`src/rtl/baud_rate_gen_core_if.sv`:
```
// Enable-pulse bundle between the baud generator and its UART consumers.
// The generator drives both strobes; receivers and transmitters only observe them.
interface baud_rate_gen_core_if;
    logic rxclk_en;
    logic txclk_en;

    modport master (
        output rxclk_en,
        output txclk_en
    );

    modport slave (
        input  rxclk_en,
        input  txclk_en
    );
endinterface

```
`src/rtl/baud_rate_gen_core.sv`:
```
// Baud generator: two free-running wrap counters decoded into 1-cycle rx/tx enable strobes.
// Strobes are combinational decodes of registered counts; no backpressure, counters never stall.
module baud_rate_gen_core #(
    parameter int CLK_FREQ   = 50_000_000,
    parameter int BAUD       = 115200,
    parameter int OVERSAMPLE = 16
) (
    input  logic                  clk_50m,
    input  logic                  rst,
    baud_rate_gen_core_if.master  bus
);
    localparam int RX_DIV = CLK_FREQ / (BAUD * OVERSAMPLE);
    localparam int TX_DIV = CLK_FREQ / BAUD;
    // Width guards keep the declarations legal long enough for the divisor check to fire.
    localparam int RX_W   = (RX_DIV > 1) ? $clog2(RX_DIV) : 1;
    localparam int TX_W   = (TX_DIV > 1) ? $clog2(TX_DIV) : 1;
    localparam logic [RX_W-1:0] RX_LAST = RX_W'(RX_DIV - 1);
    localparam logic [TX_W-1:0] TX_LAST = TX_W'(TX_DIV - 1);

    generate
        if (RX_DIV < 2 || TX_DIV < 2) begin : g_bad_div
            $fatal(1, "baud_rate_gen_core: divisor below 2 (RX_DIV=%0d TX_DIV=%0d)", RX_DIV, TX_DIV);
        end
    endgenerate

    logic [RX_W-1:0] rx_cnt_q, rx_cnt_d;
    logic [TX_W-1:0] tx_cnt_q, tx_cnt_d;

    always_comb begin
        rx_cnt_d = rx_cnt_q + 1'b1;
        tx_cnt_d = tx_cnt_q + 1'b1;
        if (rx_cnt_q == RX_LAST) begin
            rx_cnt_d = '0;
        end
        if (tx_cnt_q == TX_LAST) begin
            tx_cnt_d = '0;
        end
    end

    always_ff @(posedge clk_50m or posedge rst) begin
        if (rst) begin
            rx_cnt_q <= '0;
            tx_cnt_q <= '0;
        end else begin
            rx_cnt_q <= rx_cnt_d;
            tx_cnt_q <= tx_cnt_d;
        end
    end

    assign bus.rxclk_en = (rx_cnt_q == RX_LAST);
    assign bus.txclk_en = (tx_cnt_q == TX_LAST);
endmodule

```
`src/flat_wrapper.sv`:
```
// flat-port wrapper written by rule: the top's interface ports become plain ports
module baud_rate_gen_core_flat 
#(
    parameter int CLK_FREQ   = 50_000_000,
    parameter int BAUD       = 115200,
    parameter int OVERSAMPLE = 16
)
  (clk_50m, rst, bus_rxclk_en, bus_txclk_en);
  baud_rate_gen_core_if bus_i ();
  input  logic clk_50m;
  input  logic rst;
  output wire logic [$bits(bus_i.rxclk_en)-1:0] bus_rxclk_en;
  output wire logic [$bits(bus_i.txclk_en)-1:0] bus_txclk_en;
  assign bus_rxclk_en = bus_i.rxclk_en;
  assign bus_txclk_en = bus_i.txclk_en;
  baud_rate_gen_core #(.CLK_FREQ(CLK_FREQ), .BAUD(BAUD), .OVERSAMPLE(OVERSAMPLE)) u_core (.clk_50m(clk_50m), .rst(rst), .bus(bus_i));
endmodule
```
`config.mk`:
```
export PLATFORM = sky130hd
export DESIGN_NAME = baud_rate_gen_core_flat
export DESIGN_NICKNAME = d
export VERILOG_FILES = /design/src/rtl/baud_rate_gen_core_if.sv /design/src/rtl/baud_rate_gen_core.sv /design/src/flat_wrapper.sv
export SDC_FILE = /design/constraint.sdc
export NUM_CORES = 1
export LEC_CHECK = 0
export ABC_AREA = 1
export ABC_CLOCK_PERIOD_IN_PS = 1570
export CORE_AREA = 2 2 39 41
export CTS_BUF_LIST = sky130_fd_sc_hd__clkbuf_4
export DETAILED_ROUTE_END_ITERATION = 7
export DIE_AREA = 0 0 41 43
export DONT_BUFFER_PORTS = 1
export GPL_TIMING_DRIVEN = 0
export PLACE_DENSITY = 0.77
export SLEW_MARGIN = 20
export SYNTH_ARGS = -nofsm -noshare
export SYNTH_HDL_FRONTEND = slang
export SYNTH_SLANG_ARGS = --single-unit
```
`constraint.sdc`:
```
create_clock -name clk_50m -period 1.57 [get_ports clk_50m]
set_clock_uncertainty 0.1 [all_clocks]
set_input_delay 0.0785 -clock clk_50m [delete_from_list [all_inputs] [get_ports clk_50m]]
set_output_delay 0.0785 -clock clk_50m [all_outputs]
set_load 0.05 [all_outputs]
```
==> metrics.md, run 1 <==
| Metric | Value |
|---|---|
| Layout cell share with drive strength beyond 1 | 0.141 |
| Min Tclk post-route | 1.69 ns |
| Int Pwr | 0.454 mW |
| Worst Hold Margin | a little over 0.2 ns |
| CP Launch Type | flip-flop |
| WP data arrival | 1.51 ns |
| Total CTS buffers | 3 |
| Htree depth | 1 |
| I/O pin cnt | 4 |
| Post-Synth Simple-Gate Area | 0.305 |
| Multi-input gate area | 325 µm² |
| Register area share after synthesis | 0.491 |
| CTS Sinks | 14 |
| Drt total wl | 1140 µm |
| Hold Violations, Final | 0 |
| Total Die Area | 1760 µm² |
| Synthesized net count | 91 |
| FF/Latch Area | between 300 and 400 µm² |
| Power density cells | 720 nW/µm² |
| Distinct cell type count after synthesis | 16 |
| Critical path required time | 1.39 ns |
| Worst Tran Pin Value | 0.699 ns |
| Status | finished, violations left |
| Crit path max fanout | 6 |
| CTS tree | yes |
| Slew margin rel. | 0.533 |
| Failing checks | setup timing |
| Area Growth Syn to Fin | 11.8% |
| Sequential Power Share | 0.628 |
| Power share of the clock group | 0.356 |
| Nature of the critical path endpoint | primary output |
| Vias in the first global route | roughly 520 |
| Adder-Cell Fraction of Synth Area | 0.0702 |
| Largest net degree at the start of global routing | 15 |
| DR pass1 iterations | 4 |
| #FFs+latches synth | 14 |
| Initial drt markers | 9 |
| Core Area | 1380 µm² |
| Layout Nets | 99 |
| Worst-skew pair later-pin latency | 0.28 ns |
| Clk pin slew, worst setup/hold paths | 0.08 ns |
| Avg Synthesized Cell Area | 8.39 µm² |
| Commonest non-fill, non-tap cells in the layout | nor2_1, nand2_1, dfrtp_1, inv_1, nand3_1 |
| Row cnt | 14 |
| Total power draw | 0.574 mW |
| Synth Area in XOR/XNOR | 0.0491 |
| Final setup viols | 2 |
| First-pass GRT wire length | 2100 µm |
| Min-Delay Path Class | input port to async pin |
| Layout Utilization | 0.576 |
| Antenna Nets Post-Route | 0 |
| Clock buffer depth | 2 |
| Compound-gate portion of the synthesized area | 0.0211 |
| Syn Inst Count | 85 |
| Slew Limit Fails | 0 |
| Non-Filler Instances | 108 |
| Static leakage | approximately 0.40 nW |
| Initial core utilization | 0.515 |
| Wire per inst | 10.6 µm |
| CP Class | flip-flop to primary output |
| Detail Placement HPWL | 847 µm |
| DR DRC count | 0 |
| Largest family of logic cells by synthesized area | simple AND/OR/NAND/NOR gates |
| Filler instances | 113 |
| Gr usage total | 0.179 |
| Maximum vdd drop | 0.550 mV |
| Inst Count DP | 101 |
| Combinational share of power | 0.016 |
| MaxCap Viol Count | 0 |
| Net Sw Frac | 0.209 |
| Worst reg-to-reg path cell count | 5 |
| Sum of negative setup slack | -0.123 ns |
| Post-synthesis mux area share | 0 |
| PortBufs | 0 |
| Final Cycle Share | 1.07 |
| Placer Congestion | roughly 0.73 |
| Switching power | ~0.12 mW |
| Commonest non-fill, non-tap cell in the layout | nor2_1 |
| # diodes | 0 |
| Worst setup margin | -0.118 ns |
| RSZ-0062 raised after global routing | true |
| Vias | roughly 540 |
| Max frequency | 593 MHz |
| Die height | roughly 43 µm |
| Die W | 41 µm |
| Via-to-Cell Ratio | 4.98 |
| YS warnings | 0 |
| Grt ovf | 0 |
| Antenna violations before repair | 0 |
| Setup slack, reg-to-reg | -0.01 ns |
| Clk root buf | clkbuf_4 |
| Post-Synthesis Cell Area | 713 µm² |
synth_stat cells:
| library cell | count | area share |
|---|---|---|
| nor2_1 | 20 | 0.11 |
| nand2_1 | 17 | 0.089 |
| dfrtp_1 | 14 | 0.49 |
| inv_1 | 11 | 0.058 |
| nand3_1 | 5 | 0.035 |
| ha_1 | 4 | 0.070 |
| a21oi_1 | 3 | 0.021 |
| xor2_1 | 3 | 0.037 |
| inv_2 | 1 | 0.0053 |
| nand2_2 | 1 | 0.0088 |
| nand3_2 | 1 | 0.014 |
| nand4_1 | 1 | 0.0088 |
| nor3_1 | 1 | 0.0070 |
| nor3_2 | 1 | 0.014 |
| nor3_4 | 1 | 0.023 |
| xnor2_1 | 1 | 0.012 |
sequential cells by signal, summed over array words and instances (netlist names):
register	cells
u_core.rx_cnt_q	5
u_core.tx_cnt_q	9
repair_timing:
item	CTS	global route
hold buffers	1	0
cloned	0	0
endpoints found under the hold margin	14	0
endpoints found under the setup margin	7	7
resized for setup	2	4
buffers inserted	1	1
pin swaps	2	5
stage by stage:
stage / worst slack, ns / instance area [µm²]
after floorplan: 0.0689 / 713
after global placement: -0.0149 / 733
after detailed placement: -0.0603 / 733
after CTS: -0.162 / 782
after global routing: -0.181 / 797
final: -0.118 / 797
power by group through the flow:
stage          sequential (mW)  clock, mW  combinational, mW
6_report                 0.360      0.205            0.00920
5_1_grt                  0.360      0.231             0.0112
4_1_cts                  0.360      0.209            0.00928
3_5_place_dp             0.367          0            0.00721
3_3_place_gp             0.367          0            0.00700
2_1_floorplan            0.367          0            0.00547
path summary, 6_finish.rpt:
path | endpoint | startpoint
worst min register to register | u_core.tx_cnt_q[6]$_DFF_PP0_ | u_core.tx_cnt_q[6]$_DFF_PP0_
worst max-delay path | bus_rxclk_en | u_core.rx_cnt_q[0]$_DFF_PP0_
min in group clk_50m | u_core.tx_cnt_q[6]$_DFF_PP0_ | u_core.tx_cnt_q[6]$_DFF_PP0_
worst max register to register | u_core.rx_cnt_q[1]$_DFF_PP0_ | u_core.rx_cnt_q[0]$_DFF_PP0_
max in group asynchronous | u_core.tx_cnt_q[1]$_DFF_PP0_ | rst
worst min-delay path | u_core.rx_cnt_q[0]$_DFF_PP0_ | rst
kinds of logic after synthesis:
group,after synthesis
adder cells (fa/ha/maj),4
AND/OR/NAND/NOR,48
XOR/XNOR,4
buffers and inverters,12
AO/OA/AOI/OAI,3
flip-flops,14
critical path, stage by stage (launching register included):
cell and delay [ns]:
dfrtp_1 0.39, inv_1 0.07, ha_2 0.17, nand2_2 0.06, nor3_4 0.54
per-layer routing:
layer | up-vias | global-route usage | wire length [µm]
met5 | - | 0 | 0
met4 | 0 | 0.0600 | 0
met3 | 0 | 0.0471 | 42
met2 | 8 | 0.256 | 547
met1 | 252 | 0.257 | 551
li1 | 278 | - | -
layout make-up:
type / instances / area share
Timing Repair Buffer: 3 / 0.0314
Multi-Input combinational cell: 59 / 0.408
Clock buffer: 3 / 0.0283
Tap cell: 16 / 0.0251
Inverter: 12 / 0.0628
Sequential cell: 14 / 0.440
Clock inverter: 1 / 0.00471
Power figures use the tool's default switching activity.
==> inputs of run 2 (changes only) <==
Settings changed: PLACE_DENSITY 0.77 to not set, PLACE_DENSITY_LB_ADDON set to 0.3.
==> run 2 against run 1 <==
Effect of this change:
- the flow still finishes with violations (setup timing)
- worst setup slack got worse by 0.030 ns
- worst hold slack got worse by 0.036 ns
- final area increased by 1.6%
- register-to-register slack got worse by 0.03 ns
- die area unchanged
- combinational power fell by 6.2%
- global-route usage down 1.7 points
- largest cell class unchanged
- final cell count grew 1.9%
- first-iteration DRC count is the same
- core utilization grew 0.90 points
- fmax is 1.8% lower
- sequential share of layout area fell by 0.68 points
==> metrics.md, run 2 (synthesis results as in run 1) <==
| Metric | Value |
|---|---|
| Status | finished, violations left |
| Failing checks | setup timing |
| WP data arrival | 1.54 ns |
| FF/Latch Area | 350 µm² |
| Max frequency | around 580 MHz |
| Initial core utilization | 0.515 |
| CTS tree | yes |
| Critical path required time | 1.39 ns |
| # diodes | 0 |
| CP Launch Type | flip-flop |
| Critical R2R Launch | u_core.rx_cnt_q[0]$_DFF_PP0_ |
| Min-Delay Path Class | input port to async pin |
| Antenna Nets Post-Route | 0 |
| Nature of the critical path endpoint | primary output |
| Total CTS buffers | 3 |
| RSZ-0062 raised after global routing | true |
| Wire per inst | about 11 µm |
| Slew margin rel. | 0.526 |
| Worst reg-to-reg path cell count | 5 |
| I/O pin cnt | 4 |
| Commonest non-fill, non-tap cells in the layout | nor2_1, nand2_1, dfrtp_1, inv_1, nand3_1 |
| Vias in the first global route | 477 |
| Clock buffer depth | 2 |
| Largest register FFs | 9 |
| Commonest non-fill, non-tap cell in the layout | nor2_1 |
| Total Die Area | 1760 µm² |
| Non-Filler Instances | 110 |
| Htree depth | 1 |
| CP Launch Point | u_core.rx_cnt_q[0]$_DFF_PP0_ |
| Die W | just over 40 µm |
| Via-to-Cell Ratio | 5.15 |
| Regs by FF count | u_core.tx_cnt_q x9, u_core.rx_cnt_q x5 |
| Largest net degree at the start of global routing | 15 |
| Min Tclk post-route | ~1.7 ns |
| CP Class | flip-flop to primary output |
| Placer Congestion | 0.768 |
| Power density cells | 708 nW/µm² |
| Worst Tran Pin Value | 0.709 ns |
| Area Growth Syn to Fin | 13.5% |
| Final Cycle Share | 1.09 |
| Maximum vdd drop | 0.468 mV |
| Detail Placement HPWL | slightly below 800 µm |
| Layout cell share with drive strength beyond 1 | 0.149 |
| Filler instances | between 100 and 150 |
| Core Area | 1380 µm² |
| Clk pin slew, worst setup/hold paths | about 0.08 ns |
| DR pass1 iterations | 4 |
| Drt total wl | between 1000 and 1500 µm |
| Inst Count DP | 101 |
| Slew Limit Fails | 0 |
| Crit path max fanout | 6 |
| Layout Utilization | 0.585 |
| Hold Violations, Final | 0 |
| Final setup viols | 5 |
| Vias | 566 |
| First-pass GRT wire length | 1920 µm |
| Reg with most FFs | u_core.tx_cnt_q |
| Worst setup margin | -0.148 ns |
| MaxCap Viol Count | 0 |
| Die height | 43 µm |
| Antenna violations before repair | 0 |
| Static leakage | 0.411 nW |
| Clk root buf | clkbuf_4 |
| Row cnt | 14 |
| Gr usage total | 0.162 |
| CTS Sinks | 14 |
| Grt ovf | 0 |
| DR DRC count | 0 |
| Multi-input gate area | roughly 320 µm² |
| Total power draw | around 0.57 mW |
| Initial drt markers | 9 |
| Sum of negative setup slack | -0.263 ns |
| PortBufs | 0 |
| Layout Nets | ~100 |
| Worst-skew pair later-pin latency | 0.27 ns |
-- run 2: changes by cell type in the layout (fill, tap and decap cells not counted), sizes merged --
cell	before	now
buf	2	4
-- run 2: metrics by stage --
step                worst slack (ns)  instance area, µm²  hold slack, ns
floorplan                     0.0689                 713          -0.132
global placement            -0.00588                 733         -0.0725
detailed placement           -0.0305                 733         -0.0644
CTS                           -0.153                 782           0.191
global route                  -0.185                 810           0.230
finish                        -0.148                 810           0.172
-- run 2: power by group --
part | switching, mW | internal [mW]
clock | 0.112 | 0.0920
combinational | 0.00680 | 0.00182
sequential | 0 | 0.360
total | 0.119 | 0.454
-- run 2: worst paths after layout --
| path | end | slack [ns] |
|---|---|---|
| min | u_core.tx_cnt_q[1]$_DFF_PP0_ | 0.17 |
| max reg2reg | u_core.rx_cnt_q[1]$_DFF_PP0_ | -0.04 |
| max | bus_rxclk_en | -0.15 |
| min in group clk_50m | u_core.tx_cnt_q[0]$_DFF_PP0_ | 0.42 |
| min reg2reg | u_core.tx_cnt_q[0]$_DFF_PP0_ | 0.42 |
| max in group asynchronous | u_core.rx_cnt_q[4]$_DFF_PP0_ | 0.86 |
-- run 2: timing repair --
action                                 CTS  global route
pin swaps                                3             3
endpoints found under the hold margin   14             0
hold buffers                             1             0
setup endpoints to repair                7             7
setup buffers                            1             3
gates resized for setup                  2             3
-- run 2: layout make-up --
cell class | instances | area share
well taps | 16 | 0.0247
inverters | 12 | 0.0618
multi-input cells | 59 | 0.399
repair buffers | 5 | 0.0495
flip-flops and latches | 14 | 0.433
clock inverters | 1 | 0.00464
clock buffers | 3 | 0.0278
-- run 2: per-layer routing --
layer,global-route usage,share of wire,up-vias
li1,-,-,283
met1,0.239,0.45,278
met2,0.213,0.52,3
met3,0.0471,0.017,2
met4,0.0800,0.010,0
met5,0,0,-
-- run 2: critical path, cell delays in order, from the launching register on --
cell and delay (ns):
dfrtp_1 0.40, inv_1 0.08, ha_2 0.17, nand2_2 0.06
nor3_4 0.55
